--- src/rtl/img_sram_loader.sv ---
// img_sram_loader: raster pixel stream scattered into nine 3x3-interleaved activation SRAM banks
module img_sram_loader #(
  parameter int IMG_W = 32,
  parameter int IMG_H = 32,
  parameter int DATA_WIDTH = 8,
  parameter int ADDR_WIDTH = 10
) (
  input  logic                  clk,
  input  logic                  arst,
  input  logic                  load_start,
  input  logic                  pixel_valid,
  output logic                  pixel_ready,
  input  logic [DATA_WIDTH-1:0] pixel_data,
  output logic [8:0]            sram_write_enable_a,
  output logic [3:0]            sram_bytemask_a,
  output logic [ADDR_WIDTH-1:0] sram_waddr_a,
  output logic [31:0]           sram_wdata_a,
  output logic                  load_busy,
  output logic                  load_done
);
  localparam int XW = $clog2(IMG_W);
  localparam int YW = IMG_H > 1 ? $clog2(IMG_H) : 1;
  localparam int STRIDE = (IMG_W + 11) / 12;
  typedef enum logic [1:0] {IDLE, LOAD, FLUSH, DONE} state_t;
  state_t st, nxt;
  logic [XW-1:0] x;
  logic [YW-1:0] y;
  logic acc, x_end, last;
  logic [1:0] lane;
  logic [3:0] bank;
  logic [ADDR_WIDTH-1:0] addr;
  always_comb begin
    acc = pixel_ready && pixel_valid;
    x_end = x == XW'(IMG_W - 1);
    last = acc && x_end && y == YW'(IMG_H - 1);
    lane = x[1:0];
    bank = 4'(3 * (int'(y) % 3) + (int'(x) / 4) % 3);
    addr = ADDR_WIDTH'((int'(y) / 3) * STRIDE + int'(x) / 12);
    nxt = st == IDLE  ? (load_start ? LOAD : IDLE) :
          st == LOAD  ? (last ? FLUSH : LOAD) :
          st == FLUSH ? DONE : IDLE;
  end
  always_ff @(posedge clk or posedge arst) begin
    if (arst) begin
      st <= IDLE;
      x <= '0;
      y <= '0;
      pixel_ready <= 1'b0;
      load_busy <= 1'b0;
      load_done <= 1'b0;
      sram_write_enable_a <= 9'h1FF;
      sram_bytemask_a <= 4'hF;
      sram_waddr_a <= '0;
      sram_wdata_a <= '0;
    end else begin
      st <= nxt;
      pixel_ready <= nxt == LOAD;
      load_busy <= nxt == LOAD || nxt == FLUSH;
      load_done <= nxt == DONE;
      sram_write_enable_a <= acc ? ~(9'd1 << bank) : 9'h1FF;
      if (acc) begin
        sram_bytemask_a <= ~(4'b1000 >> lane);
        sram_waddr_a <= addr;
        sram_wdata_a <= 32'({4{pixel_data}});
      end
      if (st == IDLE && load_start) begin
        x <= '0;
        y <= '0;
      end else if (acc) begin
        x <= x_end ? '0 : x + 1'b1;
        y <= x_end ? y + 1'b1 : y;
      end
    end
  end
endmodule

--- config.mk ---
export PLATFORM = sky130hd
export DESIGN_NAME = img_sram_loader
export DESIGN_NICKNAME = d
export VERILOG_FILES = /design/src/rtl/img_sram_loader.sv
export SDC_FILE = /design/constraint.sdc
export NUM_CORES = 1
export LEC_CHECK = 0
export BUFFER_PORTS_ARGS = -buffer_cell sky130_fd_sc_hd__buf_2
export CELL_PAD_IN_SITES_DETAIL_PLACEMENT = 1
export CELL_PAD_IN_SITES_GLOBAL_PLACEMENT = 2
export CORE_MARGIN = 2
export CORE_UTILIZATION = 33
export DETAILED_ROUTE_END_ITERATION = 10
export GPL_TIMING_DRIVEN = 0
export PLACE_DENSITY = 0.88
export REMOVE_ABC_BUFFERS = 1
export SLEW_MARGIN = 20
export SYNTH_ARGS = -nofsm -noshare
export SYNTH_HDL_FRONTEND = slang
export SYNTH_SLANG_ARGS = --single-unit
--- constraint.sdc ---
create_clock -name clk -period 6.7 [get_ports clk]
set_clock_uncertainty 0.15 [all_clocks]
set_input_delay 1.34 -clock clk [delete_from_list [all_inputs] [get_ports clk]]
set_output_delay 1.34 -clock clk [all_outputs]
set_load 0.02 [all_outputs]
### Word-level counts from Yosys, hierarchy flattened

Index checks and enable logic that the tools add are counted.

| cells by class | value |
|---|---|
| reductions and logical operators | 9 |
| shift operators | 2 |
| divide/modulo/power cells | 4 |
| multiplexer cells | 12 |
| eq/ne operators | 7 |
| bitwise operators | 2 |
| add/subtract/negate cells | 4 |
| multiply operators | 2 |

Operators by type and width:

| operator | number |
|---|---|
| $div 6x3->32 const B | 1 |
| $div 6x5->32 const B | 1 |
| $mod 4x3->32 const B | 1 |
| $mod 6x3->32 const B | 1 |
| $mul 3x32->4 const A | 1 |
| $mul 32x3->10 const B | 1 |
| $mux 5 | 6 |
| $add 10x10->10 | 1 |
| $add 5x1->5 const B | 2 |
| $eq 5x5->1 const B | 2 |
| $mux 9 | 1 |
| $not 9->9 | 1 |
| $shl 1x4->9 const A | 1 |
| $mux 2 | 4 |
| $eq 2x2->1 const B | 3 |
| $add 4x4->4 | 1 |
| $eq 2x1->1 const B | 2 |
| $logic_and 1x1->1 | 4 |
| $not 4->4 | 1 |
| $reduce_bool 2->1 | 2 |
| $shr 4x2->4 const A | 1 |
| $logic_not 2->1 | 1 |
| $reduce_and 2->1 | 1 |
| $logic_or 1x1->1 | 1 |
| $mux 1 | 1 |

| word-level totals | value |
|---|---|
| output and inout bits | 58 |
| logic and storage cells | 52 |
| bits of input ports | 12 |
| register bits | 70 |

### Longest topological paths before layout

Gate-level depths: netlist of the first run.

| depth | value |
|---|---|
| depth in word-level cells | 8 |
| depth in mapped cells | 26 |

### Worst setup path before layout of the first run

OpenSTA, ideal clock, no wires.

| path | value |
|---|---|
| kind | register -> register |
| start point | register y[3] |
| end point | register sram_write_enable_a[0] |
| slack | 0.599 ns |
| data arrival time | 5.876 ns |
| period minus slack after synthesis | 6.101 ns |
| cell stages (with the launch flop) | 25 |
| cells stage by stage | dfrtp_1 > buf_4 > clkbuf_1 > ha_1 > nand3b_2 > a21o_2 > and2_1 > ha_1 > a221o_1 > a31oi_4 > xnor2_1 > ha_1 > nor2_1 > o21ai_1 > mux2_2 > ha_1 > fa_1 > inv_1 > fa_1 > xor2_1 > xnor2_1 > xnor2_1 > nor3_1 > nor3_1 > mux2i_1 |

| between the ends | value |
|---|---|
| longest elaborated chain between the ends | 6 |

Ends and longest elaborated chain:

| element | line | source |
|---|---|---|
| start, declared | 27 | `logic [YW-1:0] y;` |
| start signal, assigned | 71 | `y <= x_end ? y + 1'b1 : y;` |
| $mod 6x3->32 | 37 | `bank = 4'(3 * (int'(y) % 3) + (int'(x) / 4) % 3);` |
| $mul 3x32->4 | 37 |  |
| $add 4x4->4 | 37 |  |
| $shl 1x4->9 | 60 | `sram_write_enable_a <= acc ? ~(9'd1 << bank) : 9'h1FF;` |
| $not 9->9 | 60 |  |
| $mux 9 | 60 |  |
| end signal, assigned | 60 |  |
| end, declared | 14 | `output logic [8:0] sram_write_enable_a,` |

Every way passes these cells.
A chain may end at the register's enable or synchronous reset.

### Worst setup path in the final report of the first run

| path | value |
|---|---|
| start point | register y[4] |
| end point | register sram_write_enable_a[8] |

Same word-level chain as after synthesis.

==> run metrics, run 1 <==
htree depth 2; status completed; Vias/cell 4.934; Switching Fraction 40.30%; Cell Rows 35; Boundary Pins 70; CTS Root Buffer Type clkbuf_8; Post-Synthesis Cells 335; minimum clock period 6332 ps; 1st-pass router iterations 3; fin area 0.003491 mm^2; Switch Pwr 338.1 uW; Worst Tran Pin Value 707.4 ps; max_cap viols 0; most frequent cell after synthesis nand2_1; hold-fix buffer count after cts 0; clk_lat worst skew 300 ps; Flop pwr share 41.6%; Rel. slew slack 52.63%; Die ar. 0.01016 mm^2; Worst Setup Path Type flip-flop to flip-flop; r2r endpoint sram_write_enable_a[8]$_DFF_PP1_; area of the mapped netlist 0.003092 mm^2; Detailed Route WL 6.396 mm; WP data required 6770 ps; reg-to-reg critical path startpoint y[4]$_DFFE_PP0P_; Residual DRC 0; DR WL/cell 13.13 um; most common library cells after synthesis nand2_1, ha_1, dfrtp_1; Post-synth EDFFs 0; fraction of registers with async set or reset after synthesis 100.0%; Worst setup SP type flip-flop; worst hold stages 2; period utilisation layout 94.50%; Port Buf Inserts 66; initial antenna violation count 0; Initial DRC Count 54; share of cells above drive strength 1 30.59%; worst vdd ir 77.03 uV; chip width 100.8 um; final number of max-transition violations 0; top_reg_cell synth dfrtp_1; Internal Power 500.9 uW; global-route wire length before repair 10.92 mm; hold_sp sram_waddr_a[1]$_DFFE_PP0P_; largest cells by area after synthesis dfrtp_1, ha_1, dfstp_2; diode count 0; crit-path max FO 16; Reg2Reg Depth 22; global-route usage over all layers 13.17%; hold endpoint sram_waddr_a[1]$_DFFE_PP0P_; Yosys warnings 0; Nets 424; Initial Utilization 33.78%; GPL Wtd Cong 0.7407; total core area 0.009153 mm^2; part of the power in combinational logic 37.6%; Die H 100.8 um; achievable frequency 157.9 MHz; via count 2403; Cell Pwr Density 240.3 mW/mm^2; Lkg Pwr 1.789 nW; Hold WS 335.2 ps; post-route ant nets 0; clock group share of total power 20.8%; gr ovfl total 0; Synth top area share 24.28%; CP endpoint kind flip-flop; Synth cell types 50; Area Growth Syn to Fin 12.91%; Yosys top cell by area dfrtp_1; vias in the first global route 2405; CTS tree built; r2r setup slk 370 ps; critical path arrival 6400 ps; Placed Area 0.003339 mm^2; final-report setup violation count 0; Clock transition at path regs 90 ps; Mean Syn Cell Area 9.229 um^2; CTS buffer count 5; clock sink count 43; register area share after synthesis 35.33%; Final Hold Viols 0; synthesized flop and latch total 43; pin count of the biggest net entering global routing 39; CTS Buffer Depth 2; Worst Hold Class flip-flop to flip-flop; Post-DP HPWL 4.767 mm
## per-layer routing
layer / global-route usage, % / vias up / share of wire (%)
li1: - / 1178 / -
met1: 16.13 / 1164 / 46
met2: 24.00 / 55 / 49
met3: 1.664 / 6 / 4.0
met4: 3.899 / 0 / 0.83
met5: 0 / - / 0
## kinds of logic (layout without fill, tap and decap cells)
kind of cell             count (synthesis)  after routing  share of synthesized area (%)
other                                    1              3                         0.1213
buffers and inverters                   59             98                          10.72
flip-flops                              43             43                          35.33
AND/OR/NAND/NOR                        116            116                          18.25
multiplexers                            12             12                          4.330
adder cells (fa/ha/maj)                 37             37                          15.70
XOR/XNOR                                13             13                          3.683
AO/OA/AOI/OAI                           54             54                          11.86
## placed cells by master, fill, tap and decap left out, types with 4 or more instances in the layout
cell type,instances
a21oi_1,18
mux2i_1,10
and3_1,4
dfstp_2,13
nand2_1,50
nor2_1,17
and2_1,4
buf_2,66
ha_1,33
clkbuf_8,5
xnor2_1,6
o21ai_0,16
nand2b_1,4
nor3_1,11
xor2_1,6
inv_1,18
dfrtp_1,28
nor2b_1,7
## metrics by stage
| stage | setup slack (ps) | power, mW | setup TNS [ps] | util (%) | cells |
|---|---|---|---|---|---|
| floorplan | 655.2 | 0.5661 | 0 | - | 298 |
| global placement | -1.676 | 0.6518 | -1.676 | 36.19 | 475 |
| detailed placement | -101.1 | 0.6677 | -650.2 | 36.49 | 476 |
| CTS | 29.36 | 0.8480 | 0 | 37.57 | 484 |
| global route | -12.68 | 0.9044 | -20.67 | 38.14 | 487 |
| finish | 368.4 | 0.8390 | 0 | 38.14 | 487 |
## sequential cells by signal, indices dropped and copies added, names as in the netlist
signal	flops
pixel_ready	1
sram_wdata_a	8
x	5
load_busy	1
y	5
sram_write_enable_a	9
load_done	1
sram_waddr_a	7
st	2
sram_bytemask_a	4
## worst max path at each step
| stage | startpoint | to | slack, ps | depth (start not counted) |
|---|---|---|---|---|
| floorplan | y[4]$_DFFE_PP0P_ | sram_write_enable_a[0]$_DFF_PP1_ | 660 | 22 |
| global placement | y[4]$_DFFE_PP0P_ | sram_write_enable_a[0]$_DFF_PP1_ | -2 | 22 |
| detailed placement | y[4]$_DFFE_PP0P_ | sram_write_enable_a[0]$_DFF_PP1_ | -100 | 22 |
| CTS | y[3]$_DFFE_PP0P_ | sram_write_enable_a[8]$_DFF_PP1_ | 30 | 22 |
| global route | y[4]$_DFFE_PP0P_ | sram_write_enable_a[8]$_DFF_PP1_ | -10 | 22 |
| finish | y[4]$_DFFE_PP0P_ | sram_write_enable_a[8]$_DFF_PP1_ | 370 | 22 |
## power by group through the flow
stage	registers (mW)	logic [mW]	clock network (mW)
after floorplan	0.414	0.152	0
after global placement	0.351	0.301	0
after detailed placement	0.355	0.312	0
after CTS	0.351	0.314	0.183
after global routing	0.358	0.355	0.192
final	0.349	0.316	0.175
## final cells by class
cell class | instances | area, um^2
Multi-Input combinational cell | 235 | 1717
Inverter | 20 | 75.07
Sequential cell | 43 | 1095
Clock buffer | 5 | 68.82
Tap cell | 111 | 138.9
Clock inverter | 3 | 23.77
Fill cell | 1096 | 5662
Timing Repair Buffer | 70 | 372.9
## timing repair
item	in CTS	in global routing
gates resized for setup	3	7
endpoints found under the setup margin	9	9
buffers inserted	0	3
gates cloned	0	0
## worst max-delay path: stages, from the launching register on
cell,delay (ps)
dfrtp_2,520
ha_1,330
nand3b_2,280
a21o_2,290
and2_1,150
ha_1,220
a221o_1,350
a31oi_4,220
xnor2_1,200
ha_2,310
nor2_1,80
o21ai_2,120
mux2_2,400
ha_1,320
fa_1,540
inv_1,60
fa_1,430
xor2_1,160
xnor2_1,230
xnor2_2,160
or3_4,410
a21oi_1,210
mux2i_1,100
Note: power is estimated with default switching activity, not from simulation.
==> run 2, diff against run 1 <==
Clock period 6.7 ns to 6.2 ns, I/O delays scaled along.
==> run 2 against run 1 <==
Power increased by 10%. Fmax increased by 6.0%. Flip-flop and latch count unchanged. Cell count increased by 2.3%. First-iteration DRC count decreased by 7.4%. Largest cell class unchanged. Hold slack about the same. Clock power increased by 8%. Global-route usage increased by 0.10 points. Routed wire length increased by 5.1%. Via count increased by 1.9%.
==> run metrics, run 2 (synthesis gave the netlist of run 1 again) <==
Placed Area 0.003339 mm^2 (unchanged); setup slack after layout 226.7 ps (-141.7 ps); Detailed Route WL 6.722 mm (+5.1%); minimum clock period 5973 ps (-358.3 ps); CTS Root Buffer Type clkbuf_8; DP Worst Slack -601.1 ps (-500.0 ps); Area Growth Syn to Fin 17.64%; GPL Wtd Cong 0.7407 (unchanged); critical path arrival 6040 ps (-360 ps); Worst Setup Path Type flip-flop to flip-flop; registers with the most flip-flops sram_write_enable_a: 9 flops, sram_wdata_a: 8 flops, sram_waddr_a: 7 flops; fin area 0.003637 mm^2 (+4.2%); hold-fix buffer count after cts 0 (unchanged); Port Buf Inserts 66 (unchanged); crit-path cells ha_1 -> nand3b_4 -> a21o_4 -> and2_1 -> ha_2 -> a221o_1 -> a31oi_4 -> xnor2_2 -> ha_2 -> or3_2 -> o31ai_4 -> xnor2_1 -> ha_1 -> fa_1 -> inv_1 -> fa_1 -> xor2_1 -> xnor2_1 -> xnor2_2 -> or3_4 -> a21oi_2 -> mux2i_1; pin count of the biggest net entering global routing 39 (unchanged); placed cells 476 (unchanged); Worst setup SP type flip-flop; Cell Rows 35 (unchanged); Largest stage delay, worst path 540 ps (about the same); most common cell after layout, fill and taps aside buf_2; Hold WS 335.4 ps (+0.2010 ps); global-route usage over all layers 13.27% (+0.10 points); crit-path max FO 8 (-8); Lkg Pwr 1.909 nW (+6.7%); global-route wire length before repair 11.00 mm (+0.70%); Clock transition at path regs 90 ps (about the same); Post-DP HPWL 4.767 mm (unchanged); Boundary Pins 70 (unchanged); Fin Setup TNS 0 ps (unchanged); vias in the first global route 2401 (-0.17%); diode count 0 (unchanged); clock sink count 43 (unchanged); Residual DRC 0 (unchanged); Worst Tran Pin Value 708.3 ps (+0.8293 ps); period utilisation layout 96.34% (+1.8 points); initial antenna violation count 0 (unchanged); DR WL/cell 13.50 um (+2.8%); clk_lat worst skew 300 ps (about the same); Vias/cell 4.918 (-0.34%); CTS tree built; chip width 100.8 um (unchanged); Biggest register sram_write_enable_a; via count 2449 (+1.9%); Initial Utilization 33.78% (unchanged); CP bufs+invs 1 (unchanged); worst vdd ir 90.76 uV (+18%); Worst Hold Class flip-flop to flip-flop; post-route ant nets 0 (unchanged); most frequent cells in the layout buf_2, nand2_1, ha_1, dfrtp_1, inv_1; Pwr Total 925.6 uW (+10%); Initial DRC Count 50 (-7.4%); max_cap viols 0 (unchanged); Final Hold Viols 0 (unchanged); CTS Buffer Depth 2 (unchanged); slowest CP cell fa_1; Cell Count, Final, Fillers Out 498 (+2.3%); Final Util 39.74% (+1.6 points); share of cells above drive strength 1 34.88% (+4.3 points); Nets 435 (+2.6%); final-report setup violation count 0 (unchanged); final number of max-transition violations 0 (unchanged); status completed; Die ar. 0.01016 mm^2 (unchanged); gr ovfl total 0 (unchanged); Rel. slew slack 52.57% (-0.056 points); CTS buffer count 5 (unchanged); 1st-pass router iterations 3 (unchanged); max FFs per register 9 (unchanged); total core area 0.009153 mm^2 (unchanged); WP data required 6260 ps (-510 ps); achievable frequency 167.4 MHz (+6.0%); htree depth 2 (unchanged); CP delay by family, top adder cells; CP endpoint kind flip-flop; Cell Pwr Density 254.5 mW/mm^2 (+5.9%); Die H 100.8 um (unchanged)
run 2: cell types whose count changed in the layout (fill, tap and decap cells not counted), sizes merged:
cell / previous run / this run
buf: 70 / 81
run 2: where the power goes:
group | switching, mW | internal [mW]
clock network | 0.108 | 0.0807
logic | 0.228 | 0.131
registers | 0.0396 | 0.338
run 2: layout make-up:
cell class | count | area, um^2
repair buffers | 81 | 455.4
multi-input cells | 235 | 1780
flip-flops and latches | 43 | 1095
inverters | 20 | 75.07
well taps | 111 | 138.9
clock inverters | 3 | 23.77
fillers | 1097 | 5515
clock buffers | 5 | 68.82
run 2: per-layer routing:
metal	global-route usage (%)	wire (um)	vias to the layer above
li1	-	-	1197
met1	16.26	3069	1190
met2	24.26	3317	55
met3	1.664	262	7
met4	3.793	73	0
met5	0	0	-
run 2: final timing paths:
kind,end,cells after the start,from,slack [ps]
min in group asynchronous,sram_wdata_a[26]$_DFFE_PP0P_,2,arst,720
max in group asynchronous,sram_bytemask_a[2]$_DFFE_PP1P_,3,arst,4660
worst max-delay path,sram_write_enable_a[8]$_DFF_PP1_,22,y[3]$_DFFE_PP0P_,230
worst min-delay path,sram_waddr_a[1]$_DFFE_PP0P_,2,sram_waddr_a[1]$_DFFE_PP0P_,340
worst max register to register,sram_write_enable_a[8]$_DFF_PP1_,22,y[3]$_DFFE_PP0P_,230
worst min register to register,sram_waddr_a[1]$_DFFE_PP0P_,2,sram_waddr_a[1]$_DFFE_PP0P_,340
run 2: repair_timing:
action / CTS / global route
gates resized for setup: 8 / 14
buffers inserted: 2 / 12
pin swaps: 1 / 7
endpoints found under the hold margin: 0 / 0
endpoints found under the setup margin: 9 / 9
run 2: tightest hold or removal path, stage by stage (launching register included):
cell     delay, ps
dfrtp_1        360
nand2_1         50
nand2_1         50
